[src/rtl/vive_pkg.sv]
`default_nettype none
// ============================================================================
// Package     : vive_pkg
// Description : Shared constants and types for the triad readout arbiter.
//               Holds the triad data width, the default requester count, the
//               arbiter state encoding and a small index-wrapping helper.
// Revision    : 1.0 - initial release
// ============================================================================
package vive_pkg;

  // Width of one triad_manager sample word.
  localparam int TRIAD_DATA_W       = 68;

  // Default number of triad_manager requesters sharing the transmitter.
  localparam int NUM_TRIADS_DEFAULT = 4;

  // Arbiter state encoding.
  localparam int STATE_W = 3;
  localparam logic [STATE_W-1:0] ST_IDLE    = 3'd0;
  localparam logic [STATE_W-1:0] ST_LATCH   = 3'd1;
  localparam logic [STATE_W-1:0] ST_SEND    = 3'd2;
  localparam logic [STATE_W-1:0] ST_RELEASE = 3'd3;
  localparam logic [STATE_W-1:0] ST_GAP     = 3'd4;

  typedef enum logic [STATE_W-1:0] {
    S_IDLE    = ST_IDLE,
    S_LATCH   = ST_LATCH,
    S_SEND    = ST_SEND,
    S_RELEASE = ST_RELEASE,
    S_GAP     = ST_GAP
  } arb_state_t;

  // Wrap an index into the range 0..n-1 (used for the round-robin search).
  function automatic int wrap_index(input int idx, input int n);
    return idx % n;
  endfunction

endpackage
`default_nettype wire

[src/rtl/round_robin_picker.sv]
`default_nettype none
// ============================================================================
// Module      : round_robin_picker
// Description : Combinational round-robin selector. Searches req starting at
//               last_grant+1 and wrapping modulo NUM_TRIADS; returns the first
//               set index and a valid flag.
// Ports       : req        - synchronised request vector
//               last_grant - index granted most recently
//               grant      - selected index (meaningful when valid=1)
//               valid      - at least one request is pending
// Revision    : 1.0 - initial release
// ============================================================================
module round_robin_picker
  import vive_pkg::*;
#(
  parameter int NUM_TRIADS = NUM_TRIADS_DEFAULT,
  parameter int IDX_W      = $clog2(NUM_TRIADS)
) (
  input  logic [NUM_TRIADS-1:0] req,
  input  logic [IDX_W-1:0]      last_grant,
  output logic [IDX_W-1:0]      grant,
  output logic                  valid
);

  logic [IDX_W-1:0] idx;

  // The search visits last_grant+1 first and last_grant itself last, so the
  // most recently served requester has the lowest priority.
  always_comb begin
    grant = '0;
    valid = 1'b0;
    idx   = '0;
    for (int off = 1; off <= NUM_TRIADS; off++) begin
      idx = IDX_W'(wrap_index(int'(last_grant) + off, NUM_TRIADS));
      if (!valid && req[idx]) begin
        valid = 1'b1;
        grant = idx;
      end
    end
  end

endmodule
`default_nettype wire

[src/rtl/triad_arbiter.sv]
`default_nettype none
// ============================================================================
// Module      : triad_arbiter
// Description : Shares one serial_transmitter between NUM_TRIADS
//               triad_manager instances. Requests are synchronised into the
//               clk_12MHz domain, granted round-robin, the granted sample is
//               latched toward the UART, and the triad is released with a
//               reset_parser pulse once the transmitter acknowledges (or a
//               timeout forces the release).
// Ports       : clk_12MHz          - sole clock
//               rst_n              - asynchronous active-low reset
//               triad_data_avl     - per-triad request level (asynchronous)
//               triad_data         - concatenated triad samples
//               triad_reset_parser - one-hot release pulse to granted triad
//               tx_data_avl        - data-valid level to the transmitter
//               tx_data            - latched sample of the granted triad
//               tx_triad_id        - index of the granted triad
//               tx_reset_parser    - transmitter frame-complete pulse
//               busy               - arbiter not in IDLE
//               timeout_count      - saturating count of forced releases
// Revision    : 1.0 - initial release
// ============================================================================
module triad_arbiter
  import vive_pkg::*;
#(
  parameter int NUM_TRIADS     = NUM_TRIADS_DEFAULT,
  parameter int DATA_W         = TRIAD_DATA_W,
  parameter int ID_W           = 3,
  parameter int TIMEOUT_CYCLES = 4096,
  parameter int RELEASE_CYCLES = 1
) (
  input  logic                         clk_12MHz,
  input  logic                         rst_n,
  input  logic [NUM_TRIADS-1:0]        triad_data_avl,
  input  logic [NUM_TRIADS*DATA_W-1:0] triad_data,
  output logic [NUM_TRIADS-1:0]        triad_reset_parser,
  output logic                         tx_data_avl,
  output logic [DATA_W-1:0]            tx_data,
  output logic [ID_W-1:0]              tx_triad_id,
  input  logic                         tx_reset_parser,
  output logic                         busy,
  output logic [7:0]                   timeout_count
);

  localparam int IDX_W   = $clog2(NUM_TRIADS);
  // One counter serves SEND, RELEASE and GAP, so it is sized for the longer
  // of the two limits.
  localparam int CNT_MAX = (TIMEOUT_CYCLES > RELEASE_CYCLES) ? TIMEOUT_CYCLES
                                                             : RELEASE_CYCLES;
  localparam int CNT_W   = $clog2(CNT_MAX) + 1;
  localparam logic [CNT_W-1:0] TIMEOUT_LAST = CNT_W'(TIMEOUT_CYCLES - 1);
  localparam logic [CNT_W-1:0] RELEASE_LAST = CNT_W'(RELEASE_CYCLES - 1);

  arb_state_t             state;
  arb_state_t             state_nx;
  logic [NUM_TRIADS-1:0]  req_meta;
  logic [NUM_TRIADS-1:0]  req_s;
  logic [IDX_W-1:0]       grant;
  logic [IDX_W-1:0]       last_grant;
  logic [IDX_W-1:0]       pick;
  logic                   pick_valid;
  logic [CNT_W-1:0]       cnt;
  logic                   timeout_hit;
  logic                   release_active;
  logic [DATA_W-1:0]      slice [NUM_TRIADS];

  // --------------------------------------------------------------------------
  // Data slices and one-hot release decode
  // --------------------------------------------------------------------------
  for (genvar i = 0; i < NUM_TRIADS; i++) begin : g_slice
    assign slice[i]              = triad_data[i*DATA_W +: DATA_W];
    assign triad_reset_parser[i] = release_active && (grant == IDX_W'(i));
  end

  // --------------------------------------------------------------------------
  // Round-robin selection over the synchronised requests
  // --------------------------------------------------------------------------
  round_robin_picker #(
    .NUM_TRIADS (NUM_TRIADS),
    .IDX_W      (IDX_W)
  ) u_picker (
    .req        (req_s),
    .last_grant (last_grant),
    .grant      (pick),
    .valid      (pick_valid)
  );

  // --------------------------------------------------------------------------
  // State register
  // --------------------------------------------------------------------------
  always_ff @(posedge clk_12MHz or negedge rst_n) begin
    if (!rst_n) begin
      state <= S_IDLE;
    end else begin
      state <= state_nx;
    end
  end

  // --------------------------------------------------------------------------
  // Next-state and state-decoded outputs
  // --------------------------------------------------------------------------
  always_comb begin
    state_nx       = state;
    timeout_hit    = 1'b0;
    tx_data_avl    = 1'b0;
    release_active = 1'b0;
    busy           = 1'b1;
    case (state)
      S_IDLE: begin
        busy = 1'b0;
        if (pick_valid) begin
          state_nx = S_LATCH;
        end
      end
      S_LATCH: begin
        state_nx = S_SEND;
      end
      S_SEND: begin
        tx_data_avl = 1'b1;
        // An acknowledge wins over a simultaneous timeout.
        if (tx_reset_parser) begin
          state_nx = S_RELEASE;
        end else if (cnt == TIMEOUT_LAST) begin
          state_nx    = S_RELEASE;
          timeout_hit = 1'b1;
        end
      end
      S_RELEASE: begin
        release_active = 1'b1;
        if (cnt == RELEASE_LAST) begin
          state_nx = S_GAP;
        end
      end
      S_GAP: begin
        // Hold off until the released triad has visibly dropped its request,
        // otherwise its stale level would be granted a second time.
        if (!req_s[grant]) begin
          state_nx = S_IDLE;
        end else if (cnt == TIMEOUT_LAST) begin
          state_nx    = S_IDLE;
          timeout_hit = 1'b1;
        end
      end
      default: begin
        state_nx = S_IDLE;
      end
    endcase
  end

  // --------------------------------------------------------------------------
  // Synchroniser, counters, grant bookkeeping and transmit latch
  // --------------------------------------------------------------------------
  always_ff @(posedge clk_12MHz or negedge rst_n) begin
    if (!rst_n) begin
      req_meta      <= '0;
      req_s         <= '0;
      grant         <= '0;
      last_grant    <= IDX_W'(NUM_TRIADS - 1);
      cnt           <= '0;
      tx_data       <= '0;
      tx_triad_id   <= '0;
      timeout_count <= '0;
    end else begin
      req_meta <= triad_data_avl;
      req_s    <= req_meta;

      // The counter restarts on every state change and only advances in the
      // states that measure a duration.
      if (state_nx != state) begin
        cnt <= '0;
      end else if (state inside {S_SEND, S_RELEASE, S_GAP}) begin
        cnt <= cnt + 1'b1;
      end

      if (state == S_IDLE && pick_valid) begin
        grant      <= pick;
        last_grant <= pick;
      end

      // tx_data/tx_triad_id persist across release until the next grant.
      if (state == S_LATCH) begin
        tx_data     <= slice[grant];
        tx_triad_id <= ID_W'(grant);
      end

      if (timeout_hit && (timeout_count != 8'hFF)) begin
        timeout_count <= timeout_count + 8'd1;
      end
    end
  end

endmodule
`default_nettype wire

[config.mk]
export PLATFORM = sky130hd
export DESIGN_NAME = triad_arbiter
export DESIGN_NICKNAME = d
export VERILOG_FILES = /design/src/rtl/vive_pkg.sv /design/src/rtl/round_robin_picker.sv /design/src/rtl/triad_arbiter.sv
export SDC_FILE = /design/constraint.sdc
export NUM_CORES = 1
export LEC_CHECK = 0
export ABC_AREA = 1
export CAP_MARGIN = 20
export CORE_MARGIN = 3
export CORE_UTILIZATION = 35
export DETAILED_ROUTE_END_ITERATION = 10
export PLACE_DENSITY = 0.79
export SLEW_MARGIN = 20
export SYNTH_ARGS = -nofsm -noshare
export SYNTH_HDL_FRONTEND = slang
export SYNTH_SLANG_ARGS = --single-unit
[constraint.sdc]
create_clock -name clk_12MHz -period 1.84 [get_ports clk_12MHz]
set_clock_uncertainty 0.15 [all_clocks]
set_input_delay 0.368 -clock clk_12MHz [delete_from_list [all_inputs] [get_ports clk_12MHz]]
set_output_delay 0.368 -clock clk_12MHz [all_outputs]
set_load 0.02 [all_outputs]
After elaboration in Yosys (flattened, before gate mapping)
Index checks and enable logic that the tools add are counted.

Add/subtract/negate cells: 6. $mul: 0. Div/mod/pow operators: 0. Order comparisons: 6. Eq/ne operators: 10. Shift-type cells: 0. Mux-type cells: 37. Bitwise gates (word level): 1. Reduce and logical (&&, ||, !) cells: 17.

Operator list (number): $bmux W68 S2 (1); $mux W68 (2); $mux W13 (2); $mux W3 (6); $lt A2 B3 Y1 const B (5); $mux W1 (15); $pmux W3 S5 (1); $add A13 B1 Y13 const B (1); $eq A13 B12 Y1 const B (1); $logic_not A13 Y1 (1); $bmux W1 S2 (5); $logic_and A1 B1 Y1 (9); $add A8 B1 Y8 const B (1); $mux W2 (4); $ne A8 B8 Y1 const B (1); $eq A3 B2 Y1 const B (2); $add A2 B1 Y2 const B (2); $add A2 B2 Y2 const B (2); $eq A2 B2 Y1 const B (2); $eq A3 B1 Y1 const B (1); $eq A3 B3 Y1 const B (1); $ge A3 B3 Y1 const B (1); $logic_not A1 Y1 (3); $logic_not A3 Y1 (1); 7 further kinds (7).

Flip-flop bits (word level): 106. Bits in latches: 0. Memory bits (writable): 0. Bits in read-only memories: 0. Word-level logic and storage cells: 86. Memories kept: 0.

Longest topological paths before layout
Depth in word-level cells: 17. Depth in mapped cells: 13. Mapped depth without buffers: 12.

By module
Synthesis repeated with hierarchy kept, for this count alone.

Cells, all modules: 900. Area, all modules: 6303.5 um2.

Modules (own cells, without submodules): triad_arbiter (instances 1, cells each 848, area an instance 6032.0 um2, seq. area each 2655.0 um2); round_robin_picker (instances 1, cells each 52, area an instance 271.5 um2, seq. area each 0.0 um2).

Least setup slack after synthesis
Ideal clock, no wire load.

Kind: flip-flop to flip-flop. Start: reg timeout_count[0]. End: reg timeout_count[0]. Setup time: 118 ps. Arrival time: 1544 ps. Required time: 1572 ps. Path slack: 28 ps. Stages on the path, launching flop included: 10. Cell sequence: dfrtp_1 ha_1 inv_1 nor2_1 nand3_1 nor3_1 nor3_1 nand2_1 xor2_1 inv_1.

Cells in the longest elaborated chain, start to end: 2.

Ends and longest elaborated chain: from (decl) (line triad_arbiter.sv:42) `output logic [7:0] timeout_count`; from (signal assigned) (line triad_arbiter.sv:187) `timeout_count <= timeout_count + 8'd1;`; branches (longest 2 deep; another with $add A8 B1 Y8).

Parallel ways; which one is timed is not known. A chain may end at the register's enable or synchronous reset.

Final worst setup path
Start: reg last_grant[0]. End: reg cnt[4].

Cells in the longest elaborated chain, start to end: 17.

Ends and longest elaborated chain: from (decl) (line triad_arbiter.sv:59) `logic [IDX_W-1:0] last_grant;`; from (signal assigned) (line triad_arbiter.sv:158) `last_grant <= IDX_W'(NUM_TRIADS - 1);`; from (signal assigned) (line triad_arbiter.sv:177) `last_grant <= pick;`; $add A2 B1 Y2 (line round_robin_picker.sv:34) `idx = IDX_W'(wrap_index(int'(last_grant) + off, NUM_TRIADS));`; $bmux W1 S2 (line round_robin_picker.sv:35) `if (!valid && req[idx]) begin`; $mux W1 (implied by the code) (line round_robin_picker.sv:35); $mux W1 (line round_robin_picker.sv:35); $logic_not A1 Y1 (line round_robin_picker.sv:35); $logic_and A1 B1 Y1 (line round_robin_picker.sv:35); $mux W1 (line round_robin_picker.sv:35); $logic_not A1 Y1 (line round_robin_picker.sv:35); $logic_and A1 B1 Y1 (line round_robin_picker.sv:35); $mux W1 (line round_robin_picker.sv:35); $logic_not A1 Y1 (line round_robin_picker.sv:35); $logic_and A1 B1 Y1 (line round_robin_picker.sv:35); $mux W1 * (line round_robin_picker.sv:35); $mux W3 * (line triad_arbiter.sv:111) `if (pick_valid) begin`; $pmux W3 S5 * (line triad_arbiter.sv:108) `case (state)`; $ne A3 B3 Y1 * (line triad_arbiter.sv:169) `if (state_nx != state) begin`; $mux W13 / $reduce_bool A2 Y1 (equally long branches); to (signal assigned) (line triad_arbiter.sv:172) `cnt <= cnt + 1'b1;`; to (decl) (line triad_arbiter.sv:62) `logic [CNT_W-1:0] cnt;`.

Mark *: on every way between the ends. The rest lies on a longest branch, timed or not. The select of a mux whose other input is x is not followed.

==> metrics.md <==
| Metric | Value |
|---|---|
| Status | finished with violations |
| Violations in the final reports | setup timing |
| Crit-path slowest cell | dfstp_2 |
| Layout Utilization | 65.6% |
| Total global routing track utilization | 25.2% |
| Reg-to-Reg End | cnt[4] |
| Cell Chain, Critical Path | inv_4 -> nand2_2 -> nand2_4 -> nand2_4 -> nand2_4 -> nor2_4 -> nand3_2 -> nand2_2 -> nand3_2 -> nand2_2 -> nand2_4 -> buf_12 -> nor2_4 |
| Most repeated cell in the gate-level netlist after synthesis | nand2_1 |
| Number of enable-type register cells in the synthesized netlist | 0 |
| Mean instance size in the synthesized netlist | around 6.9 µm² |
| I/O pins | 364 |
| Cell count after synthesis | 919 |
| Cell type with the largest total area after synthesis | dfrtp_1 |
| Pin count of the biggest net entering global routing | 55 |
| TritonCTS clock tree | yes |
| Chip width | 140 µm |
| Final worst-path cycle share | 110% |
| Count of pins over their slew limit | 0 |
| Number of clock buffers inserted by TritonCTS | 9 |
| Clock root cell | clkbuf_16 |
| Post-route DRC violation count | 0 |
| Part of the Yosys area used for sequential elements | a little over two fifths |
| Pre-Repair DR Iteration Count | 5 |
| Sequential group share of total power | 22.3% |
| Total internal power | 8.85 mW |
| Vertical die dimension | 140 µm |
| Via count of the first global-routing pass | 7,276 |
| Cells taking the most area after synthesis | dfrtp_1 41%, nand2_1 29%, nand4_1 6.1% |
| Slowest Stage Delay on Critical Path | just over 0.6 ns |
| Worst supply voltage drop on vdd | 0.00102 V |
| Leak Pwr | 5.36 nW |
| Yosys top cell area share | 41.1% |
| Startpoint Class | flip-flop |
| Type of the tightest min-delay check | in -> async |
| Clock tree sinks | 106 |
| Average wire per cell in the routed design | roughly 18 µm |
| Synth-to-layout area growth | 81.3% |
| Most used cell, CP | nand2_4 |
| Initial antenna violation count | 4 |
| Yosys warnings | 0 |
| Routed length on met1 | between 10 and 15 mm |
| Drt via density | around 5.0 |
| Total power per unit cell area | 1450 nW/µm² |
| Synth Flop Type | dfrtp_1 |
| Depth of the worst register-to-register path | 13 |
| Sum of met3 wire segment lengths after detailed routing | 2.08 mm |
| Final critical delay including setup and external delays | roughly 2 ns |
| Worst Path Arrival | 2.17 ns |
| Beginning of the worst register-to-register path | last_grant[0] |
| Required time at the worst-slack endpoint | 1.97 ns |
| Critical path capture point type | flip-flop |
| Clock transition time at the flip-flop clock pins of the worst setup and hold paths | 0.07 ns |
| Maximum fanout count along the critical path | 8 |
| Initial standard-cell utilization of the core | 36.2% |
| Global route total overflow | 0 |
| Most common library cells after synthesis | 494 x nand2_1, 104 x dfrtp_1, 62 x nand4_1 |
| Final setup viols | 24 |
| Peak clock frequency supported by timing | 0.493 GHz |
| Summed instance area of the synthesized netlist | 6330 µm² |
| Final Hold Violating Endpoints | 0 |
| Routed Antenna Nets | 0 |
| Proportion of power drawn by the clock network | 12.1% |
| RD Place Congestion | 0.894 |
| Top Metal Used | met5 |
| Total number of placement rows | 48 |
| Type of the worst setup path | reg -> reg |
| Net switching power of the design | 7.82 mW |
| Die Outline Area | 19,700 µm² |
| H-tree levels | 3 |
| Worst Slack Setup Final | -0.190 ns |
| Wire length of the first global-routing pass | 39.7 mm |
| Share of total power in combinational logic | around two thirds |
| Pwr Total | 16.7 mW |
| Syn Nets | 1,201 |
| Synth Register Bits | 106 |
| Detailed route wirelength on metal2 | 13.9 mm |
| Setup repair after global routing missed its margin | true |
| Initial DRC Count | 526 |
| Synth unique cells | 32 |
| Net count, final | 1,606 |
| Max capacitance violation total | 0 |
| Clk_lat worst skew | 0.35 ns |
| Worst hold slack after final layout | 0.201 ns |
| Floorplan Core Area | 17,500 µm² |
| Port Buffers | approximately 360 |
| Share of cells above drive strength 1 | 15.8% |
| Clk buf depth | 2 |
| Post-detailed-routing wire length | 27.6 mm |
| Switching part of the total power | 46.9% |
| Fraction of registers with async set or reset after synthesis | 100% |
| Vias | between 7k and 8k |
| Detail Placement HPWL | 19.7 mm |
| Register-to-register setup slack | -0.19 ns |
[layer usage]
layer	track usage, %	vias to the layer above
met5	0	-
met4	9.18	2
met3	5.60	57
met2	43.4	372
met1	31.0	3570
li1	-	3736
[cell type report]
class                      instances  area (µm²)
antenna                            3        7.51
clock buffer                      10         239
clock inverter                     6        65.1
fill                            1491        6000
inverter                          41         164
multi-input combinational        725        3640
sequential                       106        2660
tap                              225         282
timing repair buffer             441        4410
[power by group through the flow]
stage | Combinational (mW) | Clock (mW) | Sequential, mW
final | 10.9 | 2.03 | 3.71
after global placement | 9.68 | 0 | 3.70
after detailed placement | 9.83 | 0 | 3.75
after global routing | 11.7 | 2.15 | 3.81
after floorplan | 4.42 | 0 | 4.55
after CTS | 9.91 | 2.07 | 3.70
[flip-flops by register name (all words and copies together) (netlist names)]
name           flops
grant              2
timeout_count      8
req_meta           4
cnt               13
tx_data           68
last_grant         2
tx_triad_id        2
state              3
req_s              4
[metrics by stage]
step / instance area (µm²) / instances / setup TNS, ns / setup slack (ns)
2_1_floorplan: 6330 / 919 / 0 / 0.0275
6_report: 11500 / 1557 / -3.20 / -0.190
3_3_place_gp: 10600 / 1509 / -0.303 / -0.0515
5_1_grt: 11500 / 1557 / -6.40 / -0.264
4_1_cts: 11000 / 1537 / -0.856 / -0.0777
3_5_place_dp: 10600 / 1509 / -1.48 / -0.113
[kinds of logic (layout without fill, tap and decap cells)]
logic type,after synthesis,count (layout),synth area share (%)
other,1,4,0.0593
AOI/OAI and AO/OA,48,48,4.71
DFF,106,106,42.0
and+or+nand+nor,654,654,44.1
xor gates and xnor gates,19,19,2.63
buffers and inverters,88,498,5.91
adders and majority gates,3,3,0.593
[worst max-delay path: cells and delay by family (launching register included)]
| family | cells | cell delay (ns) |
|---|---|---|
| buf+inv | 2 | 0.24 |
| simple gates | 11 | 0.95 |
| flops | 1 | 0.61 |
[timing repair]
item | in CTS | in global routing
gates resized for setup | 134 | 88
hold endpoints to repair | 104 | 0
hold buffers | 1 | 0
cloned | 1 | 3
setup buffers | 10 | 16
pin swaps | 4 | 26
endpoints found under the setup margin | 100 | 57
[worst max-delay path by stage]
stage                startpoint                     to  slack [ns]  cells past startpoint
2_1_floorplan  timeout_count[0]       timeout_count[0]        0.03                      9
3_3_place_gp           state[2]  triad_reset_parser[0]       -0.05                      4
3_5_place_dp      last_grant[0]                 cnt[8]       -0.11                     13
4_1_cts           last_grant[0]                 cnt[8]       -0.08                     12
5_1_grt           last_grant[0]          last_grant[1]       -0.26                     12
6_report          last_grant[0]                 cnt[4]       -0.19                     13
[cell usage in the layout, fill, tap and decap left out, types with 11 or more instances in the layout]
master	count
nand4_1	62
dfrtp_1	100
nor2_4	12
inv_1	26
nand3_2	11
dlygate4sd2_1	73
clkdlybuf4s50_1	277
nand2_1	479
nand3_1	20
buf_4	54
nor2_2	15
clkbuf_16	12
buf_12	13
inv_2	12
nand2_2	19
nor2_1	12
xor2_1	13
buf_6	13
Power figures use the tool's default switching activity.
